`src/rtl/jk_cmd_sequencer.sv`:
```
// jk_cmd_sequencer: queues hold/reset/set/toggle commands in a small FIFO and
// drives each one onto registered j/k outputs for cmd_len+1 cycles, with
// back-to-back commands playing without a gap.
// Optional feature macro: QCHECK_EN adds a JK reference model that compares
// the flop's q_fb against the expected value and raises a sticky err flag.
//
// state | meaning
// IDLE  | no command active, j=k=0 (flop holds), waiting for FIFO data
// DRIVE | a command is on j/k, rem counts down the remaining drive cycles
module jk_cmd_sequencer #(
  parameter int DEPTH = 4,
  parameter int LEN_W = 4
) (
  input  logic             clk,
  input  logic             rst_n,
  input  logic             cmd_valid,
  output logic             cmd_ready,
  input  logic [1:0]       cmd_op,
  input  logic [LEN_W-1:0] cmd_len,
  output logic             j,
  output logic             k,
  output logic             busy,
  output logic             done,
  input  logic             q_fb,
  output logic             err
);

  localparam int PTR_W = $clog2(DEPTH);
  localparam int CMD_W = 2 + LEN_W;

  typedef enum logic {IDLE, DRIVE} state_t;

  logic [CMD_W-1:0] fifo_q [DEPTH];
  logic [PTR_W-1:0] wr_ptr_q, rd_ptr_q;
  logic [PTR_W:0]   count_q;
  logic             full, empty, push, pop;
  logic [CMD_W-1:0] head;

  state_t           state_q, state_d;
  logic             j_q, j_d, k_q, k_d;
  logic             busy_q, busy_d, done_q, done_d;
  logic [LEN_W-1:0] rem_q, rem_d;

  assign full      = (count_q == (PTR_W+1)'(DEPTH));
  assign empty     = (count_q == '0);
  assign cmd_ready = !full && rst_n;
  assign push      = cmd_valid && cmd_ready;
  assign head      = fifo_q[rd_ptr_q];

  // FIFO storage; contents need no reset since the pointers define validity
  always_ff @(posedge clk) begin
    if (push) fifo_q[wr_ptr_q] <= {cmd_op, cmd_len};
  end

  // FIFO pointers and occupancy; pointers wrap naturally at DEPTH
  always_ff @(posedge clk) begin
    if (!rst_n) begin
      wr_ptr_q <= '0;
      rd_ptr_q <= '0;
      count_q  <= '0;
    end else begin
      if (push) wr_ptr_q <= wr_ptr_q + PTR_W'(1);
      if (pop)  rd_ptr_q <= rd_ptr_q + PTR_W'(1);
      if (push && !pop)      count_q <= count_q + (PTR_W+1)'(1);
      else if (pop && !push) count_q <= count_q - (PTR_W+1)'(1);
    end
  end

  // Sequencer state register
  always_ff @(posedge clk) begin
    if (!rst_n) begin
      state_q <= IDLE;
      j_q     <= 1'b0;
      k_q     <= 1'b0;
      busy_q  <= 1'b0;
      done_q  <= 1'b0;
      rem_q   <= '0;
    end else begin
      state_q <= state_d;
      j_q     <= j_d;
      k_q     <= k_d;
      busy_q  <= busy_d;
      done_q  <= done_d;
      rem_q   <= rem_d;
    end
  end

  // Next-state: pop from IDLE, or chain straight into the next command at rem==0
  always_comb begin
    state_d = state_q;
    j_d     = j_q;
    k_d     = k_q;
    busy_d  = busy_q;
    done_d  = 1'b0;
    rem_d   = rem_q;
    pop     = 1'b0;
    case (state_q)
      IDLE: begin
        if (!empty) begin
          pop        = 1'b1;
          {j_d, k_d} = head[CMD_W-1 -: 2];
          rem_d      = head[LEN_W-1:0];
          busy_d     = 1'b1;
          state_d    = DRIVE;
        end
      end
      DRIVE: begin
        if (rem_q != '0) begin
          rem_d = rem_q - LEN_W'(1);
        end else begin
          done_d = 1'b1;
          if (!empty) begin
            pop        = 1'b1;
            {j_d, k_d} = head[CMD_W-1 -: 2];
            rem_d      = head[LEN_W-1:0];
          end else begin
            j_d     = 1'b0;
            k_d     = 1'b0;
            busy_d  = 1'b0;
            state_d = IDLE;
          end
        end
      end
      default: state_d = IDLE;
    endcase
  end

  assign j    = j_q;
  assign k    = k_q;
  assign busy = busy_q;
  assign done = done_q;

`ifdef QCHECK_EN
  logic q_exp_q, v_q, err_q;

  // Reference JK model fed by the registered j/k; err latches any valid mismatch
  always_ff @(posedge clk) begin
    if (!rst_n) begin
      q_exp_q <= 1'b0;
      v_q     <= 1'b0;
      err_q   <= 1'b0;
    end else begin
      if (v_q && (q_fb != q_exp_q)) err_q <= 1'b1;
      case ({j_q, k_q})
        2'b01: begin q_exp_q <= 1'b0; v_q <= 1'b1; end
        2'b10: begin q_exp_q <= 1'b1; v_q <= 1'b1; end
        2'b11: q_exp_q <= ~q_exp_q;
        default: ;
      endcase
    end
  end

  assign err = err_q;
`else
  logic unused_q_fb;
  assign unused_q_fb = q_fb;
  assign err         = 1'b0;
`endif

endmodule

```
`config.mk`:
```
export PLATFORM = sky130hd
export DESIGN_NAME = jk_cmd_sequencer
export DESIGN_NICKNAME = d
export VERILOG_FILES = /design/src/rtl/jk_cmd_sequencer.sv
export SDC_FILE = /design/constraint.sdc
export NUM_CORES = 1
export LEC_CHECK = 0
export BUFFER_PORTS_ARGS = -buffer_cell sky130_fd_sc_hd__buf_4
export CORE_ASPECT_RATIO = 1.2
export CORE_MARGIN = 2
export CORE_UTILIZATION = 35
export DETAILED_ROUTE_END_ITERATION = 6
export PLACE_DENSITY = 0.51
export SYNTH_ARGS = -nofsm -noshare
export SYNTH_HDL_FRONTEND = slang
export SYNTH_SLANG_ARGS = --single-unit
export TNS_END_PERCENT = 30
```
`constraint.sdc`:
```
create_clock -name clk -period 2.4 [get_ports clk]
set_input_delay 0.12 -clock clk [delete_from_list [all_inputs] [get_ports clk]]
set_output_delay 0.12 -clock clk [all_outputs]
set_load 0.1 [all_outputs]
```
==> Word level (Yosys, flattened, before mapping) <==
Memory sizes are Yosys's and may differ from the RTL's. A register that Yosys moved wholly into a read port is not among the register bits.
Index checks and enable logic that the tools add are counted.
{ "op_classes": {"n_mux": 27, "n_reduce_logical": 13, "bitwise_logic": 1, "add_sub_neg": 5, "eq_ne": 4} }
{ "op_table": {"columns": ["op", "count"], "rows": [
  ["$mux W1", 15],
  ["$pmux W1 S2", 5],
  ["$mux W4", 2],
  ["$pmux W4 S2", 1],
  ["$mux W3", 2],
  ["$ne A2 B2 Y1 const B", 3],
  ["$add A2 B1 Y2 const B", 2],
  ["$logic_and A1 B1 Y1", 4],
  ["$mux W2", 2],
  ["$reduce_and A2 Y1", 2],
  ["$reduce_bool A4 Y1", 1],
  ["$sub A4 B1 Y4 const B", 1],
  ["$add A3 B1 Y3 const B", 1],
  ["$eq A3 B3 Y1 const B", 1],
  ["$logic_not A1 Y1", 3],
  ["$logic_not A3 Y1", 1],
  ["$reduce_and A3 Y1", 1],
  ["$sub A3 B1 Y3 const B", 1],
  ["$reduce_bool A2 Y1", 1],
  ["$not A1 Y1", 1]
]} }
{ "totals": {"memories": 1, "mem_bits_rw": 24, "input_bits": 10, "ff_bits": 16} }
{ "mem_list": {"columns": ["name", "words", "word_bits", "read_ports", "rd_ports_with_merged_regs", "write_ports", "line_no", "text"], "rows": [
  ["fifo_q", 4, 6, 1, 1, 1, "33", "logic [CMD_W-1:0] fifo_q [DEPTH];"]
]} }

==> Depth between registers and ports, before layout <==
Gate-level depths: netlist of run 1.
{ "depth": {"depth_word": 8, "mapped_depth": 11, "mapped_depth_nobuf": 11} }

==> Worst setup path before layout of run 1 <==
OpenSTA, ideal clock, no wires.
{ "synth_path": {"path_type": "register -> register", "from": "reg rem_q[0]", "to": "reg count_q[2]", "synth_period_minus_slack_ns": 2.222, "path_slack_ns": 0.178, "arrival_ns": 2.151, "path_buffers": 0, "path_stages_with_launch": 12, "cell_sequence": "dfxtp_1 > inv_1 > ha_1 > or3b_4 > a21oi_4 > inv_1 > ha_1 > inv_1 > fa_1 > xor2_1 > or3_1 > a21oi_1"} }
{ "synth_between": {"elab_chain_cells": 6} }
{ "synth_rtl": {"columns": ["element", "line_no", "text"], "rows": [
  ["start: declaration", "42", "logic [LEN_W-1:0] rem_q, rem_d;"],
  ["start signal: assignment", "84", "rem_q <= rem_d;"],
  ["$reduce_bool A4 Y1 *", "108", "if (rem_q != '0) begin"],
  ["$mux W1 *", "108", null],
  ["$pmux W1 S2 *", "97", "case (state_q)"],
  ["$logic_not A1 Y1", "64", "if (push && !pop) count_q <= count_q + (PTR_W+1)'(1);"],
  ["$logic_and A1 B1 Y1", "64", null],
  ["$mux W3 / $reduce_bool A2 Y1 (equally long branches)", null, null],
  ["end signal: assignment", "64", null],
  ["end signal: assignment", "65", "else if (pop && !push) count_q <= count_q - (PTR_W+1)'(1);"],
  ["end: declaration", "35", "logic [PTR_W:0] count_q;"]
]} }
Every way passes the cells marked *; elsewhere a longest branch is shown, timed or not.
A chain may end at the register's enable or synchronous reset.

==> Worst setup path in the final report of run 1 <==
Same ends and word-level chain as after synthesis.

==> results of run 1 <==
-- per-layer routing --
| metal | vias to the layer above | share of wire, % | GRT usage [%] |
|---|---|---|---|
| met5 | - | 0 | 0 |
| met2 | 21 | 50 | 20.58 |
| li1 | 516 | - | - |
| met1 | 505 | 45 | 15.40 |
| met4 | 0 | 1.5 | 4.706 |
| met3 | 5 | 4.1 | 2.877 |
-- critical path, stage by stage (launching register included) --
cell,delay [ns]
dfxtp_2,0.33
inv_1,0.05
ha_2,0.16
or3b_4,0.41
a21oi_4,0.14
inv_1,0.06
ha_2,0.18
inv_1,0.07
fa_2,0.19
xor2_1,0.07
or3_1,0.38
a21oi_2,0.13
-- registers in the layout (all words and copies together), names as in the netlist, named ones only --
name      count
wr_ptr_q      2
rem_q         4
j             1
busy          1
rd_ptr_q      2
state_q       1
count_q       3
done          1
fifo_q       24
k             1
-- where the power goes --
part | internal, uW | switching [uW]
combinational | 411 | 585
sequential | 893 | 120
clock | 200 | 221
-- final timing paths --
check                            from                 endpoint  slack [ns]  cells after the start
hold / removal              cmd_op[0]   fifo_q[3][4]$_DFFE_PP_        0.04                      1
hold reg to reg        k$_SDFFE_PN0P_           k$_SDFFE_PN0P_        0.51                      2
setup reg to reg  rem_q[0]$_SDFF_PN0_  count_q[2]$_SDFFE_PN0P_        0.16                     11
setup / recovery  rem_q[0]$_SDFF_PN0_  count_q[2]$_SDFFE_PN0P_        0.16                     11
-- kinds of logic after synthesis --
logic type,count (synthesis),share of synthesized area (%)
AOI/OAI and AO/OA,22,8.398
xor gates and xnor gates,4,1.976
adders and majority gates,7,5.363
buffers and inverters,12,3.176
DFF,42,60.97
muxes,8,9.810
other,1,0.2115
and+or+nand+nor,34,10.09
-- cell type report --
| type | count | area (um^2) |
|---|---|---|
| flip-flops and latches | 42 | 1084 |
| clock inverters | 2 | 8.758 |
| multi-input cells | 76 | 646.9 |
| inverters | 8 | 30.03 |
| clock buffers | 6 | 72.57 |
| well taps | 60 | 75.07 |
| fillers | 479 | 2845 |
| repair buffers | 19 | 142.6 |
-- cell usage in the layout (no fill, tap or decap), types with 2 or more instances in the layout --
cell / n
nand2_1: 7
buf_4: 19
o21ai_0: 5
dfxtp_2: 2
clkinv_1: 2
ha_2: 2
edfxtp_1: 24
inv_1: 7
nor2_1: 10
a21oi_1: 8
o31ai_1: 2
ha_1: 4
nand3b_1: 2
and2_1: 5
xnor2_1: 2
xor2_1: 2
clkbuf_8: 5
or3_1: 3
mux4_1: 5
mux2i_1: 2
dfxtp_1: 16
-- metrics by stage --
step	hold WS (ns)	utilization, %	setup WS (ns)	cells
finish	0.03880	41.99	0.1570	213
global route	0.02558	41.99	0.02614	213
CTS	0.02509	41.58	0.02463	212
detailed placement	0.3246	39.90	0.009336	204
global placement	0.3193	39.90	0.1550	204
floorplan	0.2189	-	0.1785	130
-- timing repair --
action,in CTS,in global routing
pin swaps,0,4
resized for setup,1,5
setup endpoints to repair,1,1
buffers inserted,0,1
gates cloned,0,0
==> results.json, run 1 <==
{
  "clock-sinks": 42,
  "maximum_number_of_pins_on_one_net_before_global_route_repair": 16,
  "num_vias": 1047,
  "final_area_um2": 2059,
  "gp_routability_congestion": 0.7468,
  "clk_latency_ns": 0.28,
  "p_leak_uw": 0.0007600,
  "worst_setup_path_start_kind": "flip-flop",
  "pwr_density_cell_nw_per_um2": 1180,
  "maxClockFrequency_mhz": 445.8,
  "die_area_um2": 5653,
  "setup_repair_after_global_routing_missed_its_margin": "no",
  "power.total_uw": 2431,
  "worstSetupPathType": "flip-flop to flip-flop",
  "residual_antenna_violating_net_count_after_detailed_routing": 0,
  "place.detailed.hpwl_um": 2124,
  "die-height_um": 81.97,
  "yosysWarnings": 0,
  "post_cts_hold_buffer_count": 0,
  "n_antenna_cell": 0,
  "share_of_layout_cells_above_drive_strength_1_pct": 23.53,
  "first_global_vias": 1029,
  "deepest_level_of_the_cts_h_tree": 2,
  "final-max-slew-violation-count": 0,
  "buffer_ports.inserted": 13,
  "synth_cell_types": 36,
  "grt_first_pass_wirelength_um": 5016,
  "final-setup-viol-count": 0,
  "antenna_violations_before_repair": 0,
  "outcome": "finished, final reports clean",
  "worst_ir_drop_on_vdd_mv": 0.4621,
  "drt_first_iter_violations": 37,
  "hold_viol": 0,
  "initial_utilization_pct": 36.15,
  "cts-root-buf": "clkbuf_8",
  "post-route-drc-count": 0,
  "synthesis.instances": 130,
  "flow.area_growth_from_synthesis_pct": 16.16,
  "max_cap_viol_count": 0,
  "critPathRequiredTime_ns": 2.62,
  "synth.net_count": 147,
  "drt_wl_total_um": 2951,
  "grt_overflow_total": 0,
  "ys_ff_latch": 42,
  "drt-wirelength-per-cell_um": 13.85,
  "yosysSeqAreaShare_pct": 60.97,
  "route.detailed.vias_per_inst": 4.915,
  "synth.avg_cell_area_um2": 13.64,
  "finalSetupTns_ns": 0,
  "num_io_pins": 16,
  "synth_top_cells_by_count": "edfxtp_1, dfxtp_1, nor2_1, a21oi_1",
  "yosys_most_used_dff": "edfxtp_1",
  "timing.critical_path.fanout_max": 4,
  "netlist_area_um2": 1773,
  "synthDominantCellAreaShare_pct": 40.65,
  "worstPathArrival_ns": 2.46,
  "synth_enable_flop_cells": 24,
  "synthArstFlopShare_pct": 0,
  "core_area_um2": 4905,
  "nets": 169,
  "ys_top_cells_by_area": "edfxtp_1, dfxtp_1, mux4_1",
  "placed_cell_area_um2": 1957,
  "holdCritPathClass": "primary input to flip-flop",
  "fin_worst_skew_ns": 0.005726,
  "cts_tree": "done",
  "grtUsageTotal_pct": 12.35,
  "first_pass_iters": 4,
  "synth_top_area_cell": "edfxtp_1",
  "fp.dieW_um": 68.97,
  "core.rowCount": 28,
  "final_min_period_over_clock_period_pct": 93.46,
  "critPathCaptureType": "flip-flop",
  "finalCriticalPeriod_ns": 2.243,
  "cts_buffers": 5,
  "synth_most_common_cell": "edfxtp_1",
  "clk_pin_slew_ns": 0.08,
  "cts-root-to-sink-buffers": 2
}
No activity file was read; power rests on OpenSTA's default activity.
==> inputs of run 2 (changes only) <==
--- a/config.mk
+++ b/config.mk
@@ -11,6 +11,7 @@
 export CORE_UTILIZATION = 35
 export DETAILED_ROUTE_END_ITERATION = 6
 export PLACE_DENSITY = 0.51
+export RECOVER_POWER = 25
 export SYNTH_ARGS = -nofsm -noshare
 export SYNTH_HDL_FRONTEND = slang
 export SYNTH_SLANG_ARGS = --single-unit
==> results.json, run 2 (synthesis gave the netlist of run 1 again) <==
{
  "outcome": "finished, final reports clean",
  "holdCritPathClass": "primary input to flip-flop",
  "cts-root-to-sink-buffers": 2,
  "worst_ir_drop_on_vdd_mv": 0.4616,
  "route.detailed.vias_per_inst": 4.920,
  "deepest_level_of_the_cts_h_tree": 2,
  "critPathCaptureType": "flip-flop",
  "cp_top_family": "simple AND/OR/NAND/NOR gates",
  "drt_wl_total_um": 2955,
  "nFillCells": 481,
  "p_leak_uw": 0.0007419,
  "clk_latency_ns": 0.28,
  "pwr_density_cell_nw_per_um2": 1189,
  "final-setup-viol-count": 0,
  "most-common-layout-cells": "edfxtp_1, dfxtp_1, buf_4",
  "largest_registers": "fifo_q (24), rem_q (4), count_q (3)",
  "timing.critical_path.fanout_max": 4,
  "setup_repair_after_global_routing_missed_its_margin": "no",
  "max_cap_viol_count": 0,
  "num_io_pins": 16,
  "clock-sinks": 42,
  "initial_utilization_pct": 36.15,
  "slowest_cell_on_the_critical_path": "or3b_4",
  "final_area_um2": 2041,
  "hold_viol": 0,
  "nets": 169,
  "residual_antenna_violating_net_count_after_detailed_routing": 0,
  "final-max-slew-violation-count": 0,
  "fin_worst_skew_ns": 0.005892,
  "antenna_violations_before_repair": 0,
  "cts-root-buf": "clkbuf_8",
  "clk_pin_slew_ns": 0.08,
  "die-height_um": 81.97,
  "cts_buffers": 5,
  "final_min_period_over_clock_period_pct": 93.46,
  "max_stage_delay_ns": 0.41,
  "buffer_ports.inserted": 13,
  "final_core_util_pct": 41.61,
  "post-route-drc-count": 0,
  "fp.dieW_um": 68.97,
  "grtUsageTotal_pct": 12.35,
  "worstPathArrival_ns": 2.46,
  "critical_path_buf_inv_count": 3,
  "finalCriticalPeriod_ns": 2.243,
  "drt_first_iter_violations": 37,
  "first_global_vias": 1029,
  "share_of_layout_cells_above_drive_strength_1_pct": 20.26,
  "multi_input_area_um2": 646.9,
  "drt-wirelength-per-cell_um": 13.87,
  "worstSetupPathType": "flip-flop to flip-flop",
  "core_area_um2": 4905,
  "core.rowCount": 28,
  "finalSetupTns_ns": 0,
  "worst_setup_path_start_kind": "flip-flop",
  "place.detailed.hpwl_um": 2124,
  "cts_tree": "done",
  "flow.area_growth_from_synthesis_pct": 15.10,
  "largest_register_ff_count": 24,
  "gp_routability_congestion": 0.7468,
  "registers.top_by_ff_count": "fifo_q",
  "n_antenna_cell": 0,
  "critPathRequiredTime_ns": 2.62,
  "reg2reg_setup_slack_ns": 0.16,
  "placed_cell_area_um2": 1957,
  "first_pass_iters": 4,
  "grt_overflow_total": 0,
  "maxClockFrequency_mhz": 445.8,
  "worstPathCellList": "inv_1 > ha_2 > or3b_4 > a21oi_4 > inv_1 > ha_2 > inv_1 > fa_2 > xor2_1 > or3_1 > a21oi_2",
  "die_area_um2": 5653,
  "maximum_number_of_pins_on_one_net_before_global_route_repair": 16,
  "grt_first_pass_wirelength_um": 5016,
  "mostFrequentLayoutCell": "edfxtp_1",
  "num_vias": 1048,
  "cp_common_cell": "inv_1",
  "register_area_um2": 1084
}
==> run 2: cell count changes in the layout (fill, tap and decap cells not counted), sizes merged <==
cell | before | now
buf | 19 | 14
clkbuf | 6 | 11
==> run 2: path summary, 6_finish.rpt <==
check / start / endpoint / cells after the start
max: rem_q[0]$_SDFF_PN0_ / count_q[2]$_SDFFE_PN0P_ / 11
min: cmd_op[1] / fifo_q[1][5]$_DFFE_PP_ / 1
max reg2reg: rem_q[0]$_SDFF_PN0_ / count_q[2]$_SDFFE_PN0P_ / 11
min reg2reg: k$_SDFFE_PN0P_ / k$_SDFFE_PN0P_ / 2
==> run 2: repair_timing <==
action,4_1_cts,5_1_grt
hold buffers,0,0
gates resized for setup,1,5
buffers inserted,0,1
setup endpoints to repair,1,1
pin swaps,0,4
==> run 2: layer usage <==
metal  routed length [um]  track usage, %  vias to the layer above
met1                 1325           15.40                      506
met3                  124           2.877                        5
met4                   43           4.706                        0
met2                 1462           20.58                       21
li1                     -               -                      516
met5                    0               0                        -
==> run 2: layout make-up <==
class                      count  area share [%]
multi-input combinational     76           31.70
timing repair buffer          19           6.070
tap                           60           3.679
clock inverter                 2          0.4292
clock buffer                   6           3.556
inverter                       8           1.471
sequential                    42           53.10
==> run 2: power breakdown <==
| part | total [uW] | switching [uW] | leakage, uW | internal (uW) |
|---|---|---|---|---|
| clock network | 421 | 221 | 0.0000426 | 200 |
| registers | 1010 | 120 | 0.000367 | 893 |
| logic | 993 | 586 | 0.000332 | 407 |
| total | 2430 | 927 | 0.000742 | 1500 |
==> run 2: stage by stage <==
| step | total power [uW] | instances | worst slack (ns) | hold slack [ns] |
|---|---|---|---|---|
| floorplan | 1760 | 130 | 0.1785 | 0.2189 |
| global placement | 1960 | 204 | 0.1550 | 0.3193 |
| detailed placement | 1997 | 204 | 0.009336 | 0.3246 |
| CTS | 2426 | 212 | 0.02463 | 0.02509 |
| global route | 2586 | 213 | 0.02614 | 0.03688 |
| finish | 2427 | 213 | 0.1570 | 0.03987 |
